[config.mk]
export PLATFORM = sky130hd
export DESIGN_NAME = alu_seq_exec
export DESIGN_NICKNAME = d
export VERILOG_FILES = /design/src/rtl/alu_pkg.sv /design/src/rtl/alu_seq_exec_comb_core.sv /design/src/rtl/alu_seq_exec.sv
export SDC_FILE = /design/constraint.sdc
export NUM_CORES = 1
export LEC_CHECK = 0
export ABC_CLOCK_PERIOD_IN_PS = 5200
export BUFFER_PORTS_ARGS = -buffer_cell sky130_fd_sc_hd__clkbuf_2
export CAP_MARGIN = 20
export CORE_ASPECT_RATIO = 2
export CORE_MARGIN = 5
export CORE_UTILIZATION = 25
export CTS_CLUSTER_DIAMETER = 200
export DETAILED_ROUTE_END_ITERATION = 10
export SYNTH_ARGS = -nofsm -noshare
export SYNTH_HDL_FRONTEND = slang
export SYNTH_HIERARCHICAL = 1
export SYNTH_SLANG_ARGS = --single-unit
[constraint.sdc]
create_clock -name clk -period 5.2 [get_ports clk]
set_input_delay 0.52 -clock clk [delete_from_list [all_inputs] [get_ports clk]]
set_output_delay 0.52 -clock clk [all_outputs]
set_load 0.1 [all_outputs]
[src/rtl/alu_pkg.sv]
// Shared ALU definitions: gout control codes (common with the ALU control
// decoder), the execution FSM state encoding and a small code classifier.
package alu_pkg;

    localparam int unsigned GOUT_W = 3;

    // ALU control codes driven by the ALU control decoder
    localparam logic [GOUT_W-1:0] ALU_AND  = 3'b000;
    localparam logic [GOUT_W-1:0] ALU_OR   = 3'b001;
    localparam logic [GOUT_W-1:0] ALU_ADD  = 3'b010;
    localparam logic [GOUT_W-1:0] ALU_RSVD = 3'b011;
    localparam logic [GOUT_W-1:0] ALU_SLL  = 3'b100;
    localparam logic [GOUT_W-1:0] ALU_SRL  = 3'b101;
    localparam logic [GOUT_W-1:0] ALU_SUB  = 3'b110;
    localparam logic [GOUT_W-1:0] ALU_NOR  = 3'b111;

    typedef enum logic [1:0] {
        ST_IDLE  = 2'd0,
        ST_SHIFT = 2'd1,
        ST_DONE  = 2'd2
    } state_t;

    // True for the two codes executed by the iterative shifter
    function automatic logic is_shift(input logic [GOUT_W-1:0] code);
        return (code == ALU_SLL) || (code == ALU_SRL);
    endfunction

endpackage

[src/rtl/alu_seq_exec_comb_core.sv]
// alu_comb_core: single-cycle combinational ALU for AND/OR/ADD/SUB/NOR.
// Reserved and shift codes give 0 (shifts are handled by the sequencer).
// Ports:
//   i_gout      ALU control code
//   i_a, i_b    operands
//   o_result_c  combinational result
module alu_comb_core
    import alu_pkg::*;
#(
    parameter int unsigned WIDTH = 32
) (
    input  logic [GOUT_W-1:0] i_gout,
    input  logic [WIDTH-1:0]  i_a,
    input  logic [WIDTH-1:0]  i_b,
    output logic [WIDTH-1:0]  o_result_c
);

    // Add/sub wrap modulo 2^WIDTH; carry and overflow are not kept
    always_comb begin
        o_result_c = '0;
        case (i_gout)
            ALU_AND: o_result_c = i_a & i_b;
            ALU_OR:  o_result_c = i_a | i_b;
            ALU_ADD: o_result_c = i_a + i_b;
            ALU_SUB: o_result_c = i_a - i_b;
            ALU_NOR: o_result_c = ~(i_a | i_b);
            default: o_result_c = '0;
        endcase
    end

endmodule

[src/rtl/alu_seq_exec.sv]
// alu_seq_exec: execution-side consumer of the ALU control code. Takes one
// operation per valid/ready handshake; logic/arith ops finish in one cycle,
// SLL/SRL shift one bit position per cycle.
// Ports:
//   clk, reset            clock, synchronous active-high reset
//   in_valid / in_ready   operation handshake (gout, a, b, shamt)
//   out_valid / out_ready result handshake (result, zero)
//   busy                  high whenever the FSM is not idle
module alu_seq_exec
    import alu_pkg::*;
#(
    parameter int unsigned WIDTH = 32,
    parameter int unsigned SHW   = 5
) (
    input  logic              clk,
    input  logic              reset,
    input  logic              in_valid,
    output logic              in_ready,
    input  logic [2:0]        gout,
    input  logic [WIDTH-1:0]  a,
    input  logic [WIDTH-1:0]  b,
    input  logic [SHW-1:0]    shamt,
    output logic              out_valid,
    input  logic              out_ready,
    output logic [WIDTH-1:0]  result,
    output logic              zero,
    output logic              busy
);

    state_t             r_state;
    logic               r_in_ready;
    logic               r_out_valid;
    logic               r_busy;
    logic [WIDTH-1:0]   r_result;
    logic               r_zero;
    logic [WIDTH-1:0]   r_acc;
    logic [SHW-1:0]     r_cnt;
    logic               r_is_sll;

    state_t             w_state_nxt;
    logic [WIDTH-1:0]   w_comb_result;
    logic [WIDTH-1:0]   w_acc_shift;
    logic [WIDTH-1:0]   w_acc_nxt;
    logic [SHW-1:0]     w_cnt_nxt;
    logic               w_is_sll_nxt;
    logic               w_res_load;
    logic [WIDTH-1:0]   w_res_nxt;

    alu_comb_core #(
        .WIDTH (WIDTH)
    ) u_comb_core (
        .i_gout     (gout),
        .i_a        (a),
        .i_b        (b),
        .o_result_c (w_comb_result)
    );

    // One-bit step of the iterative shifter, zero fill in both directions
    assign w_acc_shift = r_is_sll ? {r_acc[WIDTH-2:0], 1'b0}
                                  : {1'b0, r_acc[WIDTH-1:1]};

    // Next-state and datapath control
    always_comb begin
        w_state_nxt  = r_state;
        w_acc_nxt    = r_acc;
        w_cnt_nxt    = r_cnt;
        w_is_sll_nxt = r_is_sll;
        w_res_load   = 1'b0;
        w_res_nxt    = r_result;
        case (r_state)
            ST_IDLE: begin
                if (in_valid) begin
                    if (is_shift(gout) && (shamt != '0)) begin
                        w_acc_nxt    = b;
                        w_cnt_nxt    = shamt;
                        w_is_sll_nxt = (gout == ALU_SLL);
                        w_state_nxt  = ST_SHIFT;
                    end else begin
                        // shift by zero passes b through unchanged
                        w_res_load  = 1'b1;
                        w_res_nxt   = is_shift(gout) ? b : w_comb_result;
                        w_state_nxt = ST_DONE;
                    end
                end
            end
            ST_SHIFT: begin
                w_acc_nxt = w_acc_shift;
                w_cnt_nxt = r_cnt - SHW'(1);
                if (r_cnt == SHW'(1)) begin
                    w_res_load  = 1'b1;
                    w_res_nxt   = w_acc_shift;
                    w_state_nxt = ST_DONE;
                end
            end
            ST_DONE: begin
                if (out_ready) begin
                    w_state_nxt = ST_IDLE;
                end
            end
            default: begin
                w_state_nxt = ST_IDLE;
            end
        endcase
    end

    // State register; handshake/status outputs are decoded from next state
    always_ff @(posedge clk) begin
        if (reset) begin
            r_state     <= ST_IDLE;
            r_in_ready  <= 1'b1;
            r_out_valid <= 1'b0;
            r_busy      <= 1'b0;
        end else begin
            r_state     <= w_state_nxt;
            r_in_ready  <= (w_state_nxt == ST_IDLE);
            r_out_valid <= (w_state_nxt == ST_DONE);
            r_busy      <= (w_state_nxt != ST_IDLE);
        end
    end

    // Shifter, counter and result registers
    always_ff @(posedge clk) begin
        if (reset) begin
            r_acc    <= '0;
            r_cnt    <= '0;
            r_is_sll <= 1'b0;
            r_result <= '0;
            r_zero   <= 1'b0;
        end else begin
            r_acc    <= w_acc_nxt;
            r_cnt    <= w_cnt_nxt;
            r_is_sll <= w_is_sll_nxt;
            if (w_res_load) begin
                r_result <= w_res_nxt;
                r_zero   <= (w_res_nxt == '0);
            end
        end
    end

    assign in_ready  = r_in_ready;
    assign out_valid = r_out_valid;
    assign busy      = r_busy;
    assign result    = r_result;
    assign zero      = r_zero;

endmodule

==> impl_metrics.yaml <==
setup_path:
  crit_path_start_kind: "input pin"
  cp_data_arrival_time_ps: 5410
  reg2reg_to: "zero$_SDFFE_PP0P_"
  crit_type: "in2reg"
  reg2reg_depth: 9
  crit_path_max_fanout: 6
  critical_path_required_ps: 5500
  regToRegSetupSlack_ps: 2040
  end_kind: "flop"
  rr_startpoint: "r_cnt[0]$_SDFFE_PP0P_"
clocking:
  cts_tree: "done"
  cts_buffers: 9
  path_clk_slew_ps: 60
  cts_max_level: 3
  clock_path_buffers: 2
  clk_latency_ps: 350
  cts_root_buffer: "clkbuf_16"
  clock-sinks: 76
global_routing:
  grt_remaining_overflow: 0
  grt_usage_pct: 17.8
  antenna_found_initial: 2
  grt_max_degree: 71
  first_global_vias: 8456
  grt_pass1_wl_um: 47000
finish:
  seq_area_sq_mm: 0.00152
  final_util_pct: 32.9
  area_delta_synth_final_pct: 29.9
  n_fill_cell: 3108
  drive_above_1_share_pct: 26.9
  fin_nets: 1252
  multi_input_comb_area_sq_mm: 0.00560
routing:
  route.detailed.drc: 0
  vias_per_cell: 5.53
  firstDrtPassIters: 5
  vias: 8316
  ant_nets: 0
  totalWireLength_um: 31000
  drt_iter0_markers: 481
  wire_per_inst_um: 20.6
yosys:
  ys.flop_type: "dfxtp_1"
  yosys_warnings: 6
  synth_area_leader_cell: "dfxtp_1"
  yosysUniqueCellTypes: 75
  yosysSeqAreaShare_pct: 20.7
  synth-edff-count: 0
  syn_avg_cell_area_sq_um: 7.69
  syn_nets: 1067
  syn_inst: 954
  ys_seq_elements: 76
  ys_top_cells_by_area: "dfxtp_1 21%, a21oi_1 7.1%, mux2i_1 6.4%, ha_1 6.1%, nor2_1 5.5%"
  syn-cell-area_sq_mm: 0.00734
  synthArstFlopShare_pct: 0
  synth_top_area_share_pct: 20.7
timing:
  finalHoldViolations: 0
  setup_viol: 0
  slew_headroom_pct: 30.7
  fin_setup_tns_ps: 0
  worstMarginPinSlew_ps: 1040
  fmax_mhz: 196
  grt_setup_unrepaired: "true"
  slew_violations: 0
  fin_skew_ps: 7.23
  min_period_over_period_pct: 98.3
  finalCriticalPeriod_ps: 5110
min_path:
  hold_path_depth: 3
  hp-class: "in2reg"
  min_to: "r_cnt[4]$_SDFFE_PP0P_"
  min-delay-start: "shamt[4]"
floorplanning:
  die_h_um: 252
  ioPinCount: 112
  initial_core_util_pct: 25.3
  die_width_um: 131
  rows: 88
  design.core.area_sq_mm: 0.0290
  die_area_sq_mm: 0.0331
power_and_ir_drop:
  switching_share_pct: 39.2
  leakage_uw: 0.00386
  combPwrFrac_pct: 44.5
  clockPowerShare_pct: 29.0
  p_sw_uw: 971
  internal_power_uw: 1510
  powerDensity_mw_per_mm2: 260
  ir_worst_vdd_mv: 0.156
  pwr-share-seq_pct: 26.5
placement:
  routabilityCongestion: 0.946
  dpl.hpwl_um: 25000
  io_buffers: 111
flow_run:
  cap_viol_max_count: 0
outcome:
  outcome: "complete, no violations"
## worst max-delay path by stage
stage / from / endpoint / cells past startpoint
2_1_floorplan: b[2] / zero$_SDFFE_PP0P_ / 23
3_3_place_gp: b[4] / zero$_SDFFE_PP0P_ / 25
3_5_place_dp: b[4] / zero$_SDFFE_PP0P_ / 25
4_1_cts: b[4] / zero$_SDFFE_PP0P_ / 23
5_1_grt: b[5] / zero$_SDFFE_PP0P_ / 22
6_report: b[5] / zero$_SDFFE_PP0P_ / 24
## power by group through the flow
stage	clock, uW	combinational, uW	sequential [uW]
2_1_floorplan	0	539	796
3_3_place_gp	0	1050	670
3_5_place_dp	0	1060	671
4_1_cts	726	1060	658
5_1_grt	746	1190	663
6_report	718	1100	658
## synth_stat cells (6+ instances only)
master / count
maj3_1: 30
nand3_1: 9
nor2_1: 108
a31oi_1: 8
nand2_1: 63
a22o_1: 11
nor4_1: 6
nor3_1: 36
a211oi_1: 31
xnor2_1: 28
inv_1: 21
a221oi_2: 7
a221oi_1: 12
a21o_1: 16
nor2b_1: 9
o21ai_0: 46
ha_1: 36
o211ai_1: 8
o22a_1: 8
nand2b_1: 13
dfxtp_1: 76
o2bb2ai_1: 14
xor2_1: 32
clkbuf_1: 45
nand4_1: 13
a21oi_1: 104
buf_2: 10
o32ai_1: 18
o31ai_1: 7
mux2i_1: 47
## cells by family (layout without fill, tap and decap cells)
group	count (synthesis)	count (layout)	synth area share, %
and+or+nand+nor	289	289	19.3
AOI/OAI and AO/OA	328	328	30.7
xor gates and xnor gates	60	60	7.16
muxes	48	48	6.56
adders and majority gates	67	67	10.5
DFF	76	76	20.7
other	0	1	0
buffers and inverters	86	276	5.03
## layout by cell type, fill, tap and decap left out, types with 32 or more instances in the layout
cell type	netlist	final
nor3_1	36	33
buf_4	3	126
nand2_1	63	61
nor2_1	108	107
o21ai_0	46	38
mux2i_1	47	47
xor2_1	32	32
ha_1	36	36
clkbuf_2	0	110
dfxtp_1	76	75
a21oi_1	104	101
## registers in the layout (all words and copies together), names as in the netlist
register   flops
result        32
r_is_sll       1
in_ready       1
r_cnt          5
r_acc         32
out_valid      1
zero           1
busy           1
r_state        2
## metal layers
| layer | GRT usage [%] | up-vias | share of wire (%) | routed length, um |
|---|---|---|---|---|
| met4 | 15.1 | 2 | 8.7 | 2710 |
| met5 | 0 | - | 0.035 | 11 |
| met2 | 32.6 | 310 | 52 | 16200 |
| met1 | 17.7 | 3936 | 35 | 10800 |
| li1 | - | 3956 | - | - |
| met3 | 2.01 | 112 | 4.1 | 1260 |
## timing repair
item / 4_1_cts / 5_1_grt
hold buffers: 0 / 0
endpoints found under the hold margin: 0 / 0
resized for setup: 2 / 33
buffers inserted: 0 / 6
setup endpoints to repair: 1 / 2
pin swaps: 0 / 29
## critical path, cell delays in order
cell	delay, ps
buf_6	90
or4_4	570
nor3_4	250
nand3_2	100
or2_4	270
or4_4	480
nor3_4	230
a21oi_2	80
xnor2_1	130
ha_1	340
buf_6	130
nand4_1	170
nor3_2	240
o2111ai_1	130
o21a_1	240
o41ai_2	240
xnor2_1	160
o21ai_1	70
nand2_1	80
nand2_2	80
o22ai_2	190
nand4_1	130
nor4_2	330
a32o_1	150
## layout make-up
class | instances | area share [%]
clock inverter | 3 | 0.709
antenna | 1 | 0.0262
clock buffer | 13 | 2.83
sequential | 76 | 16.0
timing repair buffer | 239 | 16.2
tap | 360 | 4.72
inverter | 21 | 0.827
multi-input combinational | 792 | 58.7
## per-stage QoR
stage                     hold WS (ps)  worst slack (ps)  area, sq um  power (uW)  std cells
after global routing               478              -111         9530        2590       1505
after floorplan                    444              15.1         7340        1340        954
after detailed placement           469              -386         9000        1730       1482
final                              443              88.1         9530        2480       1505
after global placement             463              -411         9000        1720       1482
after CTS                          436             0.619         9350        2450       1498
(Power assumes the default switching activity.)
